==> src/rtl/ahb_manager_pack.sv <==
// Shared types for the AHB manager stream adapter: transfer size encoding and adapter FSM states.
package ahb_manager_pack;

  typedef enum logic [2:0] {
    HSIZE_BYTE  = 3'd0,
    HSIZE_HALF  = 3'd1,
    HSIZE_WORD  = 3'd2,
    HSIZE_DWORD = 3'd3,
    HSIZE_4WORD = 3'd4,
    HSIZE_8WORD = 3'd5,
    HSIZE_16W   = 3'd6,
    HSIZE_32W   = 3'd7
  } t_hsize;

  typedef enum logic [1:0] {
    ST_IDLE   = 2'd0,
    ST_FIRST  = 2'd1,
    ST_STREAM = 2'd2,
    ST_DRAIN  = 2'd3
  } t_adapter_state;

  localparam int ADDR_WDT = 32;

endpackage

==> src/rtl/ahb_stream_fifo.sv <==
// Read-return FIFO (power-of-two depth). A push while full is taken only when a pop
// happens in the same cycle, so the occupancy never exceeds DEPTH.
module ahb_stream_fifo #(
  parameter int WIDTH = 32,
  parameter int DEPTH = 4
) (
  input  logic                     clk,
  input  logic                     rst,
  input  logic                     push,
  input  logic [WIDTH-1:0]         wdata,
  input  logic                     pop,
  output logic [WIDTH-1:0]         rdata,
  output logic                     full,
  output logic                     empty,
  output logic [$clog2(DEPTH):0]   count
);

  localparam int PTR_W = $clog2(DEPTH);

  logic [WIDTH-1:0] mem [DEPTH];
  logic [PTR_W-1:0] wr_ptr;
  logic [PTR_W-1:0] rd_ptr;
  logic             do_push;
  logic             do_pop;

  assign do_pop  = pop & ~empty;
  assign do_push = push & (~full | do_pop);
  assign full    = (count == (PTR_W+1)'(DEPTH));
  assign empty   = (count == '0);
  assign rdata   = mem[rd_ptr];

  always_ff @(posedge clk or posedge rst) begin
    if (rst) begin
      wr_ptr <= '0;
      rd_ptr <= '0;
      count  <= '0;
    end else begin
      if (do_push) wr_ptr <= wr_ptr + PTR_W'(1);
      if (do_pop)  rd_ptr <= rd_ptr + PTR_W'(1);
      case ({do_push, do_pop})
        2'b10:   count <= count + (PTR_W+1)'(1);
        2'b01:   count <= count - (PTR_W+1)'(1);
        default: count <= count;
      endcase
    end
  end

  // Storage needs no reset: the pointers and count define which entries are valid.
  always_ff @(posedge clk) begin
    if (do_push) mem[wr_ptr] <= wdata;
  end

endmodule

==> src/rtl/ahb_manager_stream_adapter.sv <==
// Converts command + write/read streams into AHB manager-UI beats with credit-limited reads.
// Define AHB_STREAM_ADAPTER_RDADDR_EN to carry the beat address through the read FIFO onto o_raddr.
module ahb_manager_stream_adapter
  import ahb_manager_pack::*;
#(
  parameter int DATA_WDT = 32,
  parameter int BEAT_WDT = 16,
  parameter int RD_DEPTH = 4
) (
  input  logic                i_hclk,
  input  logic                i_hreset,
  input  logic                i_cmd_valid,
  output logic                o_cmd_ready,
  input  logic [31:0]         i_cmd_addr,
  input  logic [BEAT_WDT-1:0] i_cmd_len,
  input  logic                i_cmd_wr,
  input  t_hsize              i_cmd_size,
  input  logic                i_wdata_valid,
  output logic                o_wdata_ready,
  input  logic [DATA_WDT-1:0] i_wdata,
  output logic                o_rdata_valid,
  input  logic                i_rdata_ready,
  output logic [DATA_WDT-1:0] o_rdata,
  output logic [31:0]         o_raddr,
  output logic                o_wr,
  output logic                o_rd,
  output logic                o_first_xfer,
  output logic                o_idle,
  output logic [BEAT_WDT-1:0] o_min_len,
  output logic [DATA_WDT-1:0] o_wr_data,
  output logic [31:0]         o_addr,
  output t_hsize              o_size,
  input  logic                i_stall,
  input  logic                i_dav,
  input  logic [DATA_WDT-1:0] i_data,
  input  logic [31:0]         i_addr,
  output logic                o_busy,
  output logic                o_done
);

  localparam int CNT_W = $clog2(RD_DEPTH) + 2;
`ifdef AHB_STREAM_ADAPTER_RDADDR_EN
  localparam int FIFO_W = DATA_WDT + ADDR_WDT;
`else
  localparam int FIFO_W = DATA_WDT;
`endif

  t_adapter_state          state;
  t_adapter_state          next_state;
  logic [31:0]             cmd_addr;
  t_hsize                  cmd_size;
  logic                    cmd_wr;
  logic [BEAT_WDT-1:0]     remaining;
  logic [CNT_W-1:0]        outstanding;
  logic [CNT_W-1:0]        outstanding_next;
  logic                    cmd_fire;
  logic                    load;
  logic                    credit;
  logic                    rd_accept;
  logic                    dav_dec;
  logic                    leave_drain;
  logic                    done_next;
  logic [FIFO_W-1:0]       fifo_wdata;
  logic [FIFO_W-1:0]       fifo_rdata;
  logic                    fifo_full;
  logic                    fifo_empty;
  logic [$clog2(RD_DEPTH):0] fifo_count;
  logic                    fifo_pop;

  assign cmd_fire    = i_cmd_valid & o_cmd_ready;
  assign rd_accept   = o_rd & ~i_stall;
  assign dav_dec     = i_dav & (outstanding != '0);
  // A beat already presented on o_rd also occupies a FIFO slot once it returns.
  assign credit      = (outstanding + CNT_W'(fifo_count) + CNT_W'(o_rd)) < CNT_W'(RD_DEPTH);
  assign leave_drain = ~i_stall & (cmd_wr | (outstanding_next == '0));
  assign o_cmd_ready = (state == ST_IDLE) & ~i_stall & ~i_hreset;
  assign o_idle      = (state == ST_IDLE) | (state == ST_DRAIN);
  assign o_busy      = (state != ST_IDLE);

  always_comb begin
    outstanding_next = outstanding;
    case ({rd_accept, dav_dec})
      2'b10:   outstanding_next = outstanding + CNT_W'(1);
      2'b01:   outstanding_next = outstanding - CNT_W'(1);
      default: outstanding_next = outstanding;
    endcase
  end

  always_ff @(posedge i_hclk or posedge i_hreset) begin
    if (i_hreset) state <= ST_IDLE;
    else          state <= next_state;
  end

  always_comb begin
    next_state = state;
    case (state)
      ST_IDLE: begin
        if (cmd_fire && (i_cmd_len != '0)) next_state = ST_FIRST;
        else                               next_state = ST_IDLE;
      end
      ST_FIRST, ST_STREAM: begin
        if (load && (remaining == BEAT_WDT'(1))) next_state = ST_DRAIN;
        else if (load)                           next_state = ST_STREAM;
        else                                     next_state = state;
      end
      ST_DRAIN: begin
        if (leave_drain) next_state = ST_IDLE;
        else             next_state = ST_DRAIN;
      end
      default: next_state = ST_IDLE;
    endcase
  end

  // A beat is loaded into the UI registers only on an unstalled edge.
  always_comb begin
    load          = 1'b0;
    o_wdata_ready = 1'b0;
    done_next     = 1'b0;
    case (state)
      ST_IDLE: begin
        done_next = cmd_fire & (i_cmd_len == '0);
      end
      ST_FIRST, ST_STREAM: begin
        load          = ~i_stall & (cmd_wr ? i_wdata_valid : credit);
        o_wdata_ready = ~i_stall & cmd_wr;
      end
      ST_DRAIN: begin
        done_next = leave_drain;
      end
      default: begin
        load = 1'b0;
      end
    endcase
  end

  always_ff @(posedge i_hclk or posedge i_hreset) begin
    if (i_hreset) begin
      cmd_addr    <= 32'd0;
      cmd_size    <= HSIZE_BYTE;
      cmd_wr      <= 1'b0;
      remaining   <= '0;
      outstanding <= '0;
      o_done      <= 1'b0;
    end else begin
      if (cmd_fire) begin
        cmd_addr  <= i_cmd_addr;
        cmd_size  <= i_cmd_size;
        cmd_wr    <= i_cmd_wr;
        remaining <= i_cmd_len;
      end else if (load) begin
        remaining <= remaining - BEAT_WDT'(1);
      end
      outstanding <= outstanding_next;
      o_done      <= done_next;
    end
  end

  // UI outputs only move on edges where the manager is not stalling.
  always_ff @(posedge i_hclk or posedge i_hreset) begin
    if (i_hreset) begin
      o_wr         <= 1'b0;
      o_rd         <= 1'b0;
      o_first_xfer <= 1'b0;
      o_min_len    <= '0;
      o_addr       <= 32'd0;
      o_size       <= HSIZE_BYTE;
      o_wr_data    <= '0;
    end else if (!i_stall) begin
      o_wr         <= load & cmd_wr;
      o_rd         <= load & ~cmd_wr;
      o_first_xfer <= load & (state == ST_FIRST);
      if (load && (state == ST_FIRST)) begin
        o_min_len <= remaining;
        o_addr    <= cmd_addr;
        o_size    <= cmd_size;
      end
      if (load && cmd_wr) o_wr_data <= i_wdata;
    end
  end

  assign fifo_pop      = o_rdata_valid & i_rdata_ready;
  assign o_rdata_valid = ~fifo_empty;

`ifdef AHB_STREAM_ADAPTER_RDADDR_EN
  assign fifo_wdata = {i_data, i_addr};
  assign o_rdata    = fifo_rdata[FIFO_W-1 -: DATA_WDT];
  assign o_raddr    = fifo_rdata[ADDR_WDT-1:0];
  logic unused_fifo;
  assign unused_fifo = fifo_full;
`else
  assign fifo_wdata = i_data;
  assign o_rdata    = fifo_rdata;
  assign o_raddr    = 32'd0;
  logic unused_fifo;
  assign unused_fifo = fifo_full ^ (^i_addr);
`endif

  ahb_stream_fifo #(
    .WIDTH (FIFO_W),
    .DEPTH (RD_DEPTH)
  ) u_rd_fifo (
    .clk   (i_hclk),
    .rst   (i_hreset),
    .push  (i_dav),
    .wdata (fifo_wdata),
    .pop   (fifo_pop),
    .rdata (fifo_rdata),
    .full  (fifo_full),
    .empty (fifo_empty),
    .count (fifo_count)
  );

endmodule

==> config.mk <==
export PLATFORM = sky130hd
export DESIGN_NAME = ahb_manager_stream_adapter
export DESIGN_NICKNAME = d
export VERILOG_FILES = /design/src/rtl/ahb_manager_pack.sv /design/src/rtl/ahb_stream_fifo.sv /design/src/rtl/ahb_manager_stream_adapter.sv
export SDC_FILE = /design/constraint.sdc
export NUM_CORES = 1
export LEC_CHECK = 0
export BUFFER_PORTS_ARGS = -buffer_cell sky130_fd_sc_hd__buf_2
export CORE_AREA = 10 10 163 165
export CTS_BUF_LIST = sky130_fd_sc_hd__clkbuf_16
export DETAILED_ROUTE_END_ITERATION = 10
export DIE_AREA = 0 0 173 175
export PLACE_DENSITY = 0.76
export SYNTH_ARGS = -nofsm -noshare
export SYNTH_HDL_FRONTEND = slang
export SYNTH_SLANG_ARGS = --single-unit
==> constraint.sdc <==
create_clock -name i_hclk -period 6.4 [get_ports i_hclk]
set_input_delay 1.28 -clock i_hclk [delete_from_list [all_inputs] [get_ports i_hclk]]
set_output_delay 1.28 -clock i_hclk [all_outputs]
set_load 0.005 [all_outputs]
# After elaboration in Yosys (flattened, before gate mapping)

Memory sizes are Yosys's and may differ from the RTL's.
Index checks and enable logic that the tools add are counted.
W data, S select, Z words.

Memories: 1
Word-level logic and storage cells: 92
Output and inout bits: 156
Input port bits: 155
RAM bits: 128
Flip-flop bits (word level): 152

Memories:

| name          | depth | width | rd ports | clocked after Yosys merged registers in | write ports | RTL line              | RTL |
|---|---|---|---|---|---|---|---|
| u_rd_fifo.mem | 4     | 32    | 1        | 0                                       | 1           | ahb_stream_fifo.sv:20 | `logic [WIDTH-1:0] mem [DEPTH];` |

Equal/unequal tests: 10
Add/subtract/negate cells: 9
Multiplexer cells: 15
Reduce and logical (&&, ||, !) cells: 16
Order comparisons: 1
Bitwise gates (word level): 23

Operators with widths:

| operator                | number |
|---|---|
| $mux W16                | 2 |
| $eq A16 B1 Y1 const B   | 1 |
| $logic_not A16 Y1       | 1 |
| $reduce_bool A16 Y1     | 1 |
| $sub A16 B1 Y16 const B | 1 |
| $and A1 B1 Y1           | 15 |
| $eq A2 B2 Y1 const B    | 4 |
| $pmux W4 S2             | 1 |
| $eq A2 B1 Y1 const B    | 3 |
| $mux W1                 | 6 |
| $mux W2                 | 3 |
| $pmux W2 S3             | 1 |
| $pmux W3 S2             | 1 |
| $reduce_bool A2 Y1      | 3 |
| $not A1 Y1              | 5 |
| $add A2 B1 Y2 const B   | 2 |
| $add A4 B1 Y4           | 1 |
| $add A4 B1 Y4 const B   | 1 |
| $add A4 B3 Y4           | 1 |
| $logic_and A1 B1 Y1     | 4 |
| $logic_not A4 Y1        | 1 |
| $lt A4 B3 Y1 const B    | 1 |
| $reduce_and A2 Y1       | 2 |
| $reduce_bool A4 Y1      | 1 |
| other kinds (10)        | 12 |

# Longest topological paths before layout

Word-level depth: 9
Gate-level depth with buffers: 12
Mapped depth without buffers: 10

# Cells and area by module

Synthesis repeated with hierarchy kept, for this count alone.

Cell total of the unflattened synthesis: 787
Area, all modules: 11723.7 µm²

Modules (own cells, without submodules):

| module                     | cells an instance | seq. area each (µm²) | area each (µm²) | instances |
|---|---|---|---|---|
| ahb_manager_stream_adapter | 580               | 3628.5               | 6673.9          | 1 |
| ahb_stream_fifo            | 207               | 4018.9               | 5049.8          | 1 |

# Least setup slack after synthesis

OpenSTA, ideal clock, no wires.

Path type: input port to flip-flop
From: in i_dav
To: reg state[0]
Data arrival time: 3418 ps
Slack: 2851 ps
Cell stages on the path: 9
Library setup time: 131 ps
Path buffers: 1
Data required time: 6269 ps
Path through: o41a_1 ha_1 clkbuf_1 or4b_2 and3_1 a221oi_1 a311oi_1 o31ai_1 mux2i_1

Word-level cells in the longest chain between the ends: 8
Elaborated cells between the ends (all ways): 9
Those cells by class: 2 x eq/ne; 3 x mux; 3 x bitwise; 1 x reduce/logical

RTL lines:

| what                                                | RTL line                          | RTL |
|---|---|---|
| start: declaration                                  | ahb_manager_stream_adapter.sv:34  | `input logic i_dav,` |
| $and A1 B1 Y1 *                                     | ahb_manager_stream_adapter.sv:72  | `assign dav_dec = i_dav & (outstanding != '0);` |
| $eq A2 B1 Y1 / $eq A2 B2 Y1 (equally long branches) | ahb_manager_stream_adapter.sv:82  | `case ({rd_accept, dav_dec})` |
| $pmux W4 S2 *                                       | ahb_manager_stream_adapter.sv:82  |  |
| $logic_not A4 Y1 *                                  | ahb_manager_stream_adapter.sv:75  | `assign leave_drain = ~i_stall & (cmd_wr \| (outstanding_next == '0));` |
| $or A1 B1 Y1 *                                      | ahb_manager_stream_adapter.sv:75  |  |
| $and A1 B1 Y1 *                                     | ahb_manager_stream_adapter.sv:75  |  |
| $mux W2 *                                           | ahb_manager_stream_adapter.sv:107 | `if (leave_drain) next_state = ST_IDLE;` |
| $pmux W2 S3 *                                       | ahb_manager_stream_adapter.sv:96  | `case (state)` |
| end signal: assignment                              | ahb_manager_stream_adapter.sv:91  | `else state <= next_state;` |
| end: declaration                                    | ahb_manager_stream_adapter.sv:48  | `t_adapter_state state;` |

Every way passes the cells marked *; elsewhere a longest branch is shown, timed or not.
A chain may end at the register's enable or synchronous reset.

# Worst setup path after layout

From: reg outstanding[0]
To: reg o_min_len[15]

Word-level cells in the longest chain between the ends: 8

RTL lines:

| what                        | RTL line                          | RTL |
|---|---|---|
| start: declaration          | ahb_manager_stream_adapter.sv:54  | `logic [CNT_W-1:0] outstanding;` |
| start signal: assignment    | ahb_manager_stream_adapter.sv:153 | `outstanding <= outstanding_next;` |
| $add A4 B3 Y4               | ahb_manager_stream_adapter.sv:74  | `assign credit = (outstanding + CNT_W'(fifo_count) + CNT_W'(o_rd)) < CNT_W'(RD_DEPTH);` |
| $add A4 B1 Y4               | ahb_manager_stream_adapter.sv:74  |  |
| $lt A4 B3 Y1                | ahb_manager_stream_adapter.sv:74  |  |
| $mux W1                     | ahb_manager_stream_adapter.sv:124 | `load = ~i_stall & (cmd_wr ? i_wdata_valid : credit);` |
| $and A1 B1 Y1               | ahb_manager_stream_adapter.sv:124 |  |
| $mux W1                     | ahb_manager_stream_adapter.sv:119 | `case (state)` |
| $logic_and A1 B1 Y1         | ahb_manager_stream_adapter.sv:172 | `if (load && (state == ST_FIRST)) begin` |
| $reduce_and A2 Y1 (no line) | --                                |  |
| end signal: assignment      | ahb_manager_stream_adapter.sv:173 | `o_min_len <= remaining;` |
| end: declaration            | ahb_manager_stream_adapter.sv:29  | `output logic [BEAT_WDT-1:0] o_min_len,` |

No other way between the ends.

==> results.yml <==
cts:
  clock_path_buffers: 3
  post_cts_buffers: 0
  cts_sinks: 280
  clk_latency_ns: 0.53
  cts_tree: "yes"
  cts_resized: 0
  cts_hold_buf: 0
  clk_pin_slew_ns: 0.06
  cts_root_buf: "clkbuf_16"
  cts-buffers-inserted: 28
  htree_levels: 1
critical_path:
  critPathArrivalTime_ns: 4.18
  cpPeakStageDelay_ns: 0.76
  path_max_fanout: 31
  r2r_setup_slack_ns: 2.63
  critical_path_class: "reg -> reg"
  r2r-start: "outstanding[0]$_DFF_PP0_"
  end_kind: "flip-flop"
  worstPathRequired_ns: 6.81
  reg2reg_to: "o_min_len[15]$_DFFE_PP0P_"
  crit_path_top_delay_cell: "and3_2"
  ff2ff_path_depth: 8
  worst_setup_path_start_kind: "flip-flop"
  cp_cell_sequence: "ha_1 > a21o_1 > a21oi_1 > nor4b_1 > a211o_1 > and3_2 > buf_4 > mux2_2"
hold_path:
  hold-path-endpoint: "cmd_addr[21]$_DFFE_PP0P_"
  whs_path_depth: 2
  holdCritPathClass: "reg -> reg"
  hold_path_startpoint: "cmd_addr[21]$_DFFE_PP0P_"
final_layout:
  fin_util_pct: 60.3
  fin_nets: 1209
  layout-drive-gt1-share_pct: 40.5
  antenna_cells: 0
  final_area_um2: 14000
  area_growth_pct: 21.6
logic_synthesis:
  syn-mean-instance-area_um2: 14.6
  async_flop_share_pct: 54.3
  synth_flop_cell: "dfrtp_1"
  synth_seq_cells: 280
  yosysSeqAreaShare_pct: 66.3
  synth_cell_type_count: 52
  synth_edf_count: 128
  yosysWarnings: 0
  synthesis.instances: 789
  netlist_area_um2: 11500
sta:
  finClkSkew_ns: 0.0138
  rsz0062_at_grt: "false"
  max_clock_freq_ghz: 0.265
  fin_crit_sh_pct: 58.9
  min_period_ns: 3.77
  fin_tns_setup_ns: 0
  worst_pin_slew_ns: 0.906
  slew_headroom_pct: 39.6
  hold_violations: 0
  maxSlewViolCount: 0
  setup_viol: 0
floorplan:
  rows: 56
  die_area_um2: 30300
  ios: 311
  fp.coreArea_um2: 23300
  start_util_pct: 49.6
  dieWidth_um: 173
  die_y_um: 175
global_routing:
  grt_pass1_vias: 7584
  grt_antenna_before_repair: 1
  grt_first_pass_wirelength_um: 42600
  track_usage_pct: 17.2
  grt_max_degree: 103
  grt_overflow: 0
routing:
  drc: 0
  routed_wl_um: 26300
  vias: 7146
  ant_nets: 0
  wl_per_cell_um: 19.1
  drtIter0Drc: 529
  firstDrtPassIters: 5
  routed_via_density: 5.19
job:
  drv_cap: 0
run_status:
  status: "finished, final reports clean"
power_and_ir_drop:
  vdd_drop_max_v: 0.000274
  power_leakage_nw: 6.39
  powerDensity_nw_per_um2: 442
placement:
  dp_hpwl_um: 18400
  placement.io_buffers: 246
  finalWeightedCongestion: 0.760
  placed_cell_area_um2: 13000
## sequential cells by signal (all words and copies together) (netlist names)
name              cells
o_min_len            16
remaining            16
o_addr               32
u_rd_fifo.count       3
state                 2
o_first_xfer          1
cmd_wr                1
cmd_addr             32
u_rd_fifo.wr_ptr      2
o_size                3
cmd_size              3
o_wr                  1
o_done                1
u_rd_fifo.mem       128
outstanding           4
o_wr_data            32
u_rd_fifo.rd_ptr      2
o_rd                  1
## worst max-delay path, delay by kind of cell, from the launching register on
| family | cells | cell delay, ns |
|---|---|---|
| compound gates | 3 | 0.68 |
| fa+ha+maj | 1 | 0.33 |
| buf+inv | 1 | 0.43 |
| flops | 1 | 0.47 |
| mux | 1 | 0.38 |
| simple gates | 2 | 1.33 |
## power by group
part	leakage [nW]	internal, mW	switching (mW)
Clock	0.534	1.15	0.660
Sequential	3.13	2.41	0.302
Combinational	2.73	0.831	0.867
## how the worst max path moves through the flow
stage,endpoint,from,depth (start not counted)
finish,o_min_len[15]$_DFFE_PP0P_,outstanding[0]$_DFF_PP0_,8
global route,o_min_len[2]$_DFFE_PP0P_,outstanding[0]$_DFF_PP0_,8
CTS,o_min_len[15]$_DFFE_PP0P_,outstanding[0]$_DFF_PP0_,8
detailed placement,o_min_len[15]$_DFFE_PP0P_,i_stall,7
global placement,o_min_len[2]$_DFFE_PP0P_,i_stall,7
floorplan,cmd_addr[0]$_DFFE_PP0P_,i_hreset,1
## layer usage
metal	wire [µm]	GRT usage (%)	part of all wire, %	up-vias
met2	12700	28.4	49	261
met1	10500	20.8	40	3548
met5	0	0	0	-
met4	448	4.02	1.7	0
li1	-	-	-	3300
met3	2610	6.73	9.9	37
## synthesized netlist by cell type (all sizes together), types with 2 or more instances
master	n	area share, %
dfrtp	152	33
edfxtp	128	33
nand2	127	4.1
mux2	87	8.5
buf	45	2.6
mux4	32	6.2
clkbuf	26	0.85
nor2	21	0.68
inv	17	0.55
ha	16	1.7
a31oi	15	0.81
o31ai	14	0.91
or4	13	0.88
or3	10	0.54
and2	8	0.43
nor4	7	0.38
xnor2	7	0.53
a21oi	5	0.22
nand3	5	0.22
o21ai	5	0.22
nand2b	4	0.28
nand4	4	0.22
nor3b	4	0.26
and3	3	0.16
nor3	3	0.13
or2	3	0.16
a211oi	2	0.13
a21o	2	0.13
a311oi	2	0.15
a31o	2	0.15
nand3b	2	0.13
nor2b	2	0.11
o41a	2	0.20
## metrics by stage
step / cells / setup slack, ns / power [mW] / hold slack [ns]
3_3_place_gp: 1326 / 2.39 / 4.39 / 0.453
5_1_grt: 1378 / 2.31 / 6.61 / 0.485
2_1_floorplan: 820 / 1.03 / 3.76 / 0.440
3_5_place_dp: 1326 / 2.35 / 4.46 / 0.457
6_report: 1378 / 2.63 / 6.21 / 0.470
4_1_cts: 1378 / 2.58 / 6.30 / 0.473
## layout by cell type, fill, tap and decap left out, types with 7 or more instances in the layout
master / n
a31oi_1: 15
and2_1: 8
buf_2: 246
buf_4: 12
bufinv_16: 7
clkbuf_16: 31
conb_1: 32
dfrtp_1: 151
edfxtp_1: 128
ha_1: 16
inv_1: 24
mux2_2: 87
mux4_2: 32
nand2_1: 126
nor2_1: 21
nor4_1: 7
o31ai_1: 14
or3_1: 10
or4_1: 12
xnor2_1: 7
## area by class of cell
class                           count  area [µm²]
Clock buffer                       31         776
Clock inverter                     21         267
Fill cell                        1842        9230
Inverter                           17        68.8
Multi-Input combinational cell    452        3560
Sequential cell                   280        7650
Tap cell                          319         399
Timing Repair Buffer              258        1320
## cells by family after synthesis
family                   Yosys count  share of synthesized area [%]
multiplexers                     120                           14.8
other                              1                         0.0325
flip-flops                       280                           66.3
XOR/XNOR                           8                          0.607
AO/OA/AOI/OAI                     56                           3.42
AND/OR/NAND/NOR                  219                           8.96
adder cells (fa/ha/maj)           17                           1.91
buffers and inverters             88                           3.99
Power figures use the tool's default switching activity.
